$ cat src/rtl/fre_scan_pkg.sv
// fre_scan_pkg: shared state encoding, widths and helpers for the
// multi-channel frequency scan controller.
package fre_scan_pkg;

    localparam int FRE_W = 20;
    localparam int TMO_W = 26;

    typedef enum logic [2:0] {
        S_IDLE,
        S_PICK,
        S_SETTLE,
        S_MEASURE,
        S_WRITE
    } state_t;

    function automatic logic [3:0] lowest_ch(input logic [15:0] mask);
        logic [3:0] idx;
        idx = '0;
        for (int i = 15; i >= 0; i--) begin
            if (mask[i]) idx = 4'(i);
        end
        return idx;
    endfunction

endpackage

$ cat src/rtl/fre_scan_pick.sv
// fre_scan_pick: finds the next enabled channel strictly above the
// current one; flags when no enabled channel remains.
module fre_scan_pick #(
    parameter int CH_NUM = 4,
    parameter int CH_W   = 2
) (
    input  logic [CH_NUM-1:0] mask,
    input  logic [CH_W-1:0]   ch,
    output logic [CH_W-1:0]   nxt,
    output logic              none
);

    always_comb begin
        nxt  = ch;
        none = 1'b1;
        for (int i = CH_NUM - 1; i >= 0; i--) begin
            if (mask[i] && (i > int'(ch))) begin
                nxt  = CH_W'(i);
                none = 1'b0;
            end
        end
    end

endmodule

$ cat src/rtl/fre_scan_ctrl.sv
// fre_scan_ctrl: scans enabled frequency channels through one shared meter.
// Define FRE_SCAN_DISCARD_EN to drop the first meter result of each channel.
module fre_scan_ctrl
    import fre_scan_pkg::*;
#(
    parameter int CH_NUM      = 4,
    parameter int SETTLE_CYC  = 16,
    parameter int TIMEOUT_CYC = 60_000_000
) (
    input  logic                      clk_i,
    input  logic                      rst,
    input  logic                      start_i,
    input  logic                      continuous_i,
    input  logic [CH_NUM-1:0]         ch_mask_i,
    input  logic [CH_NUM-1:0]         fre_hz_i,
    output logic                      meas_fre_o,
    output logic                      meas_rst_n_o,
    input  logic                      meas_done_i,
    input  logic [FRE_W-1:0]          meas_khz_i,
    input  logic                      meas_low_i,
    output logic                      res_wr_o,
    output logic [$clog2(CH_NUM)-1:0] res_ch_o,
    output logic [FRE_W-1:0]          res_khz_o,
    output logic                      res_low_o,
    output logic                      res_tmo_o,
    output logic                      busy_o,
    output logic                      scan_done_o
);

    localparam int               CH_W     = $clog2(CH_NUM);
    localparam logic [7:0]       SET_LAST = 8'(SETTLE_CYC - 1);
    localparam logic [TMO_W-1:0] TMO_LAST = TMO_W'(TIMEOUT_CYC - 1);

    state_t             state, state_n;
    logic [CH_NUM-1:0]  mask_q, mask_n;
    logic [CH_W-1:0]    ch, ch_n;
    logic [CH_W-1:0]    pick_ch, first_ch;
    logic               pick_none;
    logic [7:0]         set_cnt, set_cnt_n;
    logic [TMO_W-1:0]   tmo_cnt, tmo_cnt_n;
    logic [CH_W-1:0]    res_ch_n;
    logic [FRE_W-1:0]   res_khz_n;
    logic               res_low_n, res_tmo_n;
    logic               capture;

`ifdef FRE_SCAN_DISCARD_EN
    logic seen, seen_n;
    assign capture = meas_done_i && seen;
`else
    assign capture = meas_done_i;
`endif

    assign first_ch = CH_W'(lowest_ch(16'(ch_mask_i)));

    fre_scan_pick #(
        .CH_NUM (CH_NUM),
        .CH_W   (CH_W)
    ) u_pick (
        .mask (mask_q),
        .ch   (ch),
        .nxt  (pick_ch),
        .none (pick_none)
    );

    assign busy_o       = (state != S_IDLE);
    assign meas_rst_n_o = (state == S_MEASURE);
    assign res_wr_o     = (state == S_WRITE);
    assign meas_fre_o   = fre_hz_i[ch];

    always_comb begin
        state_n     = state;
        mask_n      = mask_q;
        ch_n        = ch;
        set_cnt_n   = set_cnt;
        tmo_cnt_n   = tmo_cnt;
        res_ch_n    = res_ch_o;
        res_khz_n   = res_khz_o;
        res_low_n   = res_low_o;
        res_tmo_n   = res_tmo_o;
        scan_done_o = 1'b0;
`ifdef FRE_SCAN_DISCARD_EN
        seen_n      = seen;
`endif
        unique case (state)
            S_IDLE: begin
                if (start_i && (|ch_mask_i)) begin
                    mask_n    = ch_mask_i;
                    ch_n      = first_ch;
                    set_cnt_n = '0;
                    state_n   = S_SETTLE;
                end
            end
            S_SETTLE: begin
                if (set_cnt == SET_LAST) begin
                    tmo_cnt_n = '0;
`ifdef FRE_SCAN_DISCARD_EN
                    seen_n    = 1'b0;
`endif
                    state_n   = S_MEASURE;
                end else begin
                    set_cnt_n = set_cnt + 8'd1;
                end
            end
            S_MEASURE: begin
                // a result landing on the timeout cycle still counts as a result
                if (capture) begin
                    res_ch_n  = ch;
                    res_khz_n = meas_khz_i;
                    res_low_n = meas_low_i;
                    res_tmo_n = 1'b0;
                    state_n   = S_WRITE;
                end else if (tmo_cnt == TMO_LAST) begin
                    res_ch_n  = ch;
                    res_khz_n = '0;
                    res_low_n = 1'b0;
                    res_tmo_n = 1'b1;
                    state_n   = S_WRITE;
                end else begin
                    tmo_cnt_n = tmo_cnt + TMO_W'(1);
`ifdef FRE_SCAN_DISCARD_EN
                    seen_n    = seen | meas_done_i;
`endif
                end
            end
            S_WRITE: begin
                state_n = S_PICK;
            end
            S_PICK: begin
                set_cnt_n = '0;
                if (!pick_none) begin
                    ch_n    = pick_ch;
                    state_n = S_SETTLE;
                end else begin
                    scan_done_o = 1'b1;
                    if (continuous_i && (|ch_mask_i)) begin
                        mask_n  = ch_mask_i;
                        ch_n    = first_ch;
                        state_n = S_SETTLE;
                    end else begin
                        state_n = S_IDLE;
                    end
                end
            end
            default: begin
                state_n = S_IDLE;
            end
        endcase
    end

    always_ff @(posedge clk_i or posedge rst) begin
        if (rst) begin
            state     <= S_IDLE;
            mask_q    <= '0;
            ch        <= '0;
            set_cnt   <= '0;
            tmo_cnt   <= '0;
            res_ch_o  <= '0;
            res_khz_o <= '0;
            res_low_o <= 1'b0;
            res_tmo_o <= 1'b0;
`ifdef FRE_SCAN_DISCARD_EN
            seen      <= 1'b0;
`endif
        end else begin
            state     <= state_n;
            mask_q    <= mask_n;
            ch        <= ch_n;
            set_cnt   <= set_cnt_n;
            tmo_cnt   <= tmo_cnt_n;
            res_ch_o  <= res_ch_n;
            res_khz_o <= res_khz_n;
            res_low_o <= res_low_n;
            res_tmo_o <= res_tmo_n;
`ifdef FRE_SCAN_DISCARD_EN
            seen      <= seen_n;
`endif
        end
    end

endmodule

$ cat config.mk
export PLATFORM = sky130hd
export DESIGN_NAME = fre_scan_ctrl
export DESIGN_NICKNAME = d
export VERILOG_FILES = /design/src/rtl/fre_scan_pkg.sv /design/src/rtl/fre_scan_pick.sv /design/src/rtl/fre_scan_ctrl.sv
export SDC_FILE = /design/constraint.sdc
export NUM_CORES = 1
export LEC_CHECK = 0
export CAP_MARGIN = 20
export CORE_MARGIN = 5
export CORE_UTILIZATION = 40
export CTS_CLUSTER_SIZE = 28
export DETAILED_ROUTE_END_ITERATION = 8
export GPL_ROUTABILITY_DRIVEN = 0
export PLACE_DENSITY = 0.67
export SLEW_MARGIN = 30
export SYNTH_ARGS = -nofsm -noshare
export SYNTH_HDL_FRONTEND = slang
export SYNTH_SLANG_ARGS = --single-unit
$ cat constraint.sdc
create_clock -name clk_i -period 4 [get_ports clk_i]
set_clock_uncertainty 0.15 [all_clocks]
set_input_delay 1.2 -clock clk_i [delete_from_list [all_inputs] [get_ports clk_i]]
set_output_delay 1.2 -clock clk_i [all_outputs]
set_load 0.02 [all_outputs]
==> metrics, run 1 <==
CTS H-Tree Depth=3; vias in the first global route=roughly 2,800; FILL cells=approximately 730; grt ovf=0; DR WL/cell=around 16 um; maximum clock frequency=~250 MHz; CTS resizes=0; Clock Latency Late Sink=around 330 ps; First-pass DRT Iterations=4; syn_nets=between 300 and 400; VDD IR-drop max=between 0.0004 and 0.0005 V; Tmin final=3960 ps; hold path start=res_khz_o[5]$_DFFE_PP0P_; initial antenna violation count=0; fin crit share=between 90% and 100%; Sum Neg Setup Slack=0 ps; Critical Path Slowest Stage Cell=clkdlybuf4s50_1; largest net degree at the start of global routing=50; Worst Hold End=res_khz_o[5]$_DFFE_PP0P_; Core Area=8130 um2; top cells by count, synth=dfrtp_1 (66), nor2_1 (30), nand2_1 (28); fin. max-slew vios=0; Initial DRC Count=163; CP required=between 2000 and 3000 ps; hpwl dp=between 5 and 6 mm; worst reg2reg path depth=6; final hold slack=~350 ps; die area=~10,000 um2; # hold bufs at CTS=0; IO Count=63; Synth area leaders=dfrtp_1 (50%), a22o_1 (6.6%), nor2_1 (3.4%); first-pass GRT wire length=roughly 14 mm; ANT nets after route=0; crit-path cells=clkdlybuf4s50_1 -> mux4_2 -> clkdlybuf4s50_1; metal3 WL=around 290 um; max layer used=met4; Hold Vio Cnt, Final=0; Post-synth EDFFs=0; unrepaired setup endpoints after global routing=no; clk buf depth=2; vias per cell=5.53; Vias=2,749; clock-pin slew on the worst setup and hold paths=60 ps; Seq cells post-synth=66; Slew @ Worst Pin=between 600 and 700 ps; Mapped Area=~3300 um2; Max FO, Critical Path=1; r2r setup slk=between 1000 and 1500 ps; Async SR Flop Fraction=100%; Arr. time, crit path=around 2600 ps; Max-cap violations=0; area of placed instances=4030 um2; total wire length=a little over 8 mm; Initial Util=approximately two fifths; Synth warnings=0; CTS Buf Count=9; metal1 wirelength=about 3.7 mm; library cells used by synthesis=64; Die Span X=~100 um; Synth area leader=dfrtp_1; Final Non-Filler Cells=between 400 and 500; Port Buffers=just over 60; run status=completed; met2 routed WL=4.03 mm; row count=33; CP Launch Type=input port; post-route cell area=between 4000 and 5000 um2; Net count, final=roughly 420; worst hold stages=1; worst rel slew slack=roughly three fifths; clk sink count=between 60 and 70; Die Y-Extent=between 100 and 150 um; FF-to-FF Start=tmo_cnt[0]$_DFFE_PP0P_; Mapped Cells=approximately 320; top_reg_cell synth=dfrtp_1; Mapped Avg Cell Area=10.3 um2; Max stage delay on crit path=roughly 550 ps; CTS root buffer=clkbuf_8; final setup vio count=0; share of cells above drive strength 1=9.95%; Seq/Total Area, Yosys=about half; total track usage=between 15 and 20%; Most common cell on crit path=clkdlybuf4s50_1; Setup crit end kind=output port; PD cells=around 560 nW/um2; count leader, synth=dfrtp_1; # Post-CTS Setup Buffers=0; R2R Path End=tmo_cnt[1]$_DFFE_PP0P_; Post-route DRC=0; Synth top area share=between 40% and 50%; Final Util=about 52%; static leakage=1.81 nW; CTS tree=built; Antenna Diode Count=0; Placed Cells=between 400 and 500; Worst Hold Class=flop to flop; Setup CP Type=input port to output port; Area growth syn-to-layout=26.8%
[stage by stage]
| stage | power, mW | worst slack, ps |
|---|---|---|
| floorplan | 1.48 | 926 |
| finish | 2.35 | 42.2 |
| global route | 2.50 | 13.8 |
| global placement | 1.85 | 41.0 |
| detailed placement | 1.87 | 44.6 |
| CTS | 2.37 | 35.9 |
[layout make-up]
cell class / instances / area [um2] / share of cell area (%)
Sequential cell: 66 / 1650 / 39.3
Multi-Input combinational cell: 235 / 1550 / 37.0
Timing Repair Buffer: 68 / 666 / 15.8
Clock buffer: 12 / 155 / 3.69
Tap cell: 105 / 131 / 3.12
Inverter: 8 / 32.5 / 0.774
Clock inverter: 3 / 15.0 / 0.357
[worst max-delay path: cells and delay by family]
family | cells | cell delay, ps
buf+inv | 2 | 940
mux | 1 | 460
[power breakdown]
group          internal, mW  leakage (nW)  total [mW]  switching [mW]
clock                 0.253        0.0920       0.497           0.244
sequential            0.840         0.866       0.993           0.153
combinational         0.426         0.857       0.864           0.439
[sequential cells by signal, indices dropped and copies added, names as in the netlist]
register	cells
res_low_o	1
res_tmo_o	1
res_ch_o	2
ch	2
state	3
set_cnt	8
mask_q	3
tmo_cnt	26
res_khz_o	20
[cell usage in the layout, fill, tap and decap left out, types with 2 or more instances in the layout]
cell type	count
nand3_1	10
and2_1	5
clkinv_2	3
xnor2_1	3
or4_1	6
buf_4	6
clkdlybuf4s50_1	62
mux2i_1	2
nor2_1	30
inv_1	7
o2111ai_1	2
and3_1	2
xor2_1	8
nor3_2	2
ha_1	2
a211oi_1	2
o211ai_1	3
dfrtp_1	66
nor3_1	5
nand4_2	2
o31ai_1	4
mux2_1	2
nand4_1	7
nor4_1	4
a22o_1	25
a31oi_1	12
or3_1	4
nand2_1	28
o21ai_1	3
clkbuf_8	11
o21ai_0	10
nand2b_1	2
a21oi_1	18
[how the worst max path moves through the flow]
stage                      startpoint          to  slack (ps)  cells past startpoint
after global routing      fre_hz_i[3]  meas_fre_o          10                      3
after global placement    fre_hz_i[3]  meas_fre_o          40                      3
after CTS                 fre_hz_i[3]  meas_fre_o          40                      3
final                     fre_hz_i[3]  meas_fre_o          40                      3
after floorplan           fre_hz_i[3]  meas_fre_o         930                      1
after detailed placement  fre_hz_i[3]  meas_fre_o          40                      3
[layer usage]
layer,vias to the layer above,global-route usage [%]
li1,1333,-
met1,1360,22.8
met2,51,26.9
met3,5,4.78
met4,0,3.37
met5,-,0
[kinds of logic after synthesis]
kind of cell             after synthesis  share of synthesized area [%]
XOR/XNOR                              11                           2.91
adder cells (fa/ha/maj)                2                          0.755
multiplexers                           5                           1.96
flip-flops                            66                           49.8
buffers and inverters                 20                           3.43
AND/OR/NAND/NOR                      123                           21.1
AO/OA/AOI/OAI                         94                           20.0
Power figures use the tool's default switching activity.
==> run 2, diff against run 1 <==
--- a/config.mk
+++ b/config.mk
@@ -9,4 +9,5 @@
 export CORE_MARGIN = 5
 export CORE_UTILIZATION = 40
+export CTS_BUF_LIST = sky130_fd_sc_hd__clkbuf_8
 export CTS_CLUSTER_SIZE = 28
 export DETAILED_ROUTE_END_ITERATION = 8
@@ -16,3 +17,4 @@
 export SYNTH_ARGS = -nofsm -noshare
 export SYNTH_HDL_FRONTEND = slang
+export SYNTH_HIERARCHICAL = 1
 export SYNTH_SLANG_ARGS = --single-unit
--- a/constraint.sdc
+++ b/constraint.sdc
@@ -3,3 +3,3 @@
 set_input_delay 1.2 -clock clk_i [delete_from_list [all_inputs] [get_ports clk_i]]
 set_output_delay 1.2 -clock clk_i [all_outputs]
-set_load 0.02 [all_outputs]
+set_load 0.1 [all_outputs]
==> metrics, run 2 <==
clock-pin slew on the worst setup and hold paths=80 ps (+20 ps); Core Area=8180 um2 (+0.51%); Die Y-Extent=101 um (+0.20%); vias in the first global route=2,821 (+1.3%); Max FO, Critical Path=1 (unchanged); DR WL/cell=15.9 um (-3.1%); # Post-CTS Setup Buffers=0 (unchanged); First-pass DRT Iterations=5 (+1); maximum clock frequency=274 MHz (+8.3%); CP Launch Type=input port; FF-to-FF Start=tmo_cnt[0]$_DFFE_PP0P_; CTS resizes=0 (unchanged); crit path capture=meas_fre_o; Mapped Avg Cell Area=10.0 um2 (-3.2%); Arr. time, crit path=2310 ps (-300 ps); final setup vio count=0 (unchanged); hold path start=set_cnt[0]$_DFFE_PP0P_; Net count, final=431 (+1.7%); CTS H-Tree Depth=3 (unchanged); hpwl dp=5.68 mm (+0.34%); worst reg2reg path depth=6 (unchanged); Setup CP Type=input port to output port; Mapped Cells=333 (+3.7%); largest net degree at the start of global routing=26 (-48%); Top Registers=tmo_cnt (26), res_khz_o (20), set_cnt (8); total wire length=8.01 mm (-1.5%); row count=33 (unchanged); Synth warnings=6 (+6); Sum Neg Setup Slack=0 ps (unchanged); syn_nets=369 (+3.4%); Slew @ Worst Pin=806 ps (+195 ps); Worst Hold Class=flop to flop; vias per cell=5.61 (+1.5%); Initial DRC Count=124 (-24%); Port Buffers=62 (unchanged); CTS root buffer=clkbuf_8; Hold Vio Cnt, Final=0 (unchanged); Worst Setup SP=fre_hz_i[3]; clk sink count=66 (unchanged); Placed Cells=489 (+1.5%); clk buf depth=2 (unchanged); Area growth syn-to-layout=25.5%; Largest register FFs=26 (unchanged); Vias=2,835 (+3.1%); Largest Register=tmo_cnt; fin. max-slew vios=0 (unchanged); # hold bufs at CTS=0 (unchanged); PD cells=813 nW/um2 (+45%); Final Non-Filler Cells=505 (+1.6%); Initial Util=40.7% (about the same); share of cells above drive strength 1=16.8% (+6.8 points); r2r setup slk=1280 ps (-40 ps); most frequent cells in the layout=dfrtp_1 (66), buf_4 (35), clkdlybuf4s50_1 (33); unrepaired setup endpoints after global routing=no; static leakage=1.80 nW (-0.92%); R2R Path End=res_ch_o[0]$_DFFE_PP0P_; Antenna Diode Count=0 (unchanged); fin crit share=91.4% (-7.6 points); final hold slack=356 ps (+8.43 ps); Max-cap violations=0 (unchanged); first-pass GRT wire length=13.5 mm (-2.2%); Mapped Area=3330 um2 (+0.45%); CTS Buf Count=9 (unchanged); worst rel slew slack=45.5% (-13 points); initial antenna violation count=0 (unchanged); Setup crit end kind=output port; ANT nets after route=0 (unchanged); CP required=2650 ps (about the same); total track usage=16.4% (-0.36 points); CTS tree=built; Die Span X=101 um (+0.20%); Post-route DRC=0 (unchanged); run status=completed; VDD IR-drop max=0.000373 V (-8.1%); most common cell after layout, fill and taps aside=dfrtp_1; Tmin final=3660 ps (-302 ps); die area=10,300 um2 (+0.41%); IO Count=63 (unchanged); Clock Latency Late Sink=340 ps (about the same); grt ovf=0 (unchanged)
## run 2: stage by stage
step | setup slack (ps) | utilization, % | area [um2] | power, mW
6_report | 344 | 51.1 | 4180 | 3.40
3_5_place_dp | 354 | 48.7 | 3990 | 2.87
5_1_grt | 326 | 51.1 | 4180 | 3.56
2_1_floorplan | 625 | - | 3340 | 2.45
4_1_cts | 341 | 51.1 | 4180 | 3.43
3_3_place_gp | 365 | 48.7 | 3990 | 2.85
## run 2: worst min-delay path by stage
stage,cells after the start,to
3_3_place_gp,1,set_cnt[0]$_DFFE_PP0P_
4_1_cts,1,res_khz_o[7]$_DFFE_PP0P_
6_report,1,set_cnt[0]$_DFFE_PP0P_
3_5_place_dp,1,res_khz_o[2]$_DFFE_PP0P_
5_1_grt,1,res_khz_o[16]$_DFFE_PP0P_
2_1_floorplan,1,set_cnt[0]$_DFFE_PP0P_
## run 2: power breakdown
group          internal (mW)  switching, mW
clock                  0.286          0.261
combinational          0.481           1.32
sequential             0.858          0.187
total                   1.63           1.77
## run 2: per-layer routing
metal | routed length (um) | vias up | GRT usage, %
li1 | - | 1384 | -
met1 | 3600 | 1378 | 21.5
met2 | 3870 | 65 | 26.8
met3 | 459 | 8 | 4.75
met4 | 81 | 0 | 4.40
met5 | 0 | - | 0
## run 2: cell type report
class	count	area (um2)
clock buffers	9	124
inverters	10	37.5
fillers	773	4000
clock inverters	7	70.1
multi-input cells	239	1550
well taps	105	131
repair buffers	69	613
flip-flops and latches	66	1650
## run 2: critical path, cell delays in order
cell	delay [ps]
clkdlybuf4s50_1	410
mux4_2	510
buf_12	190
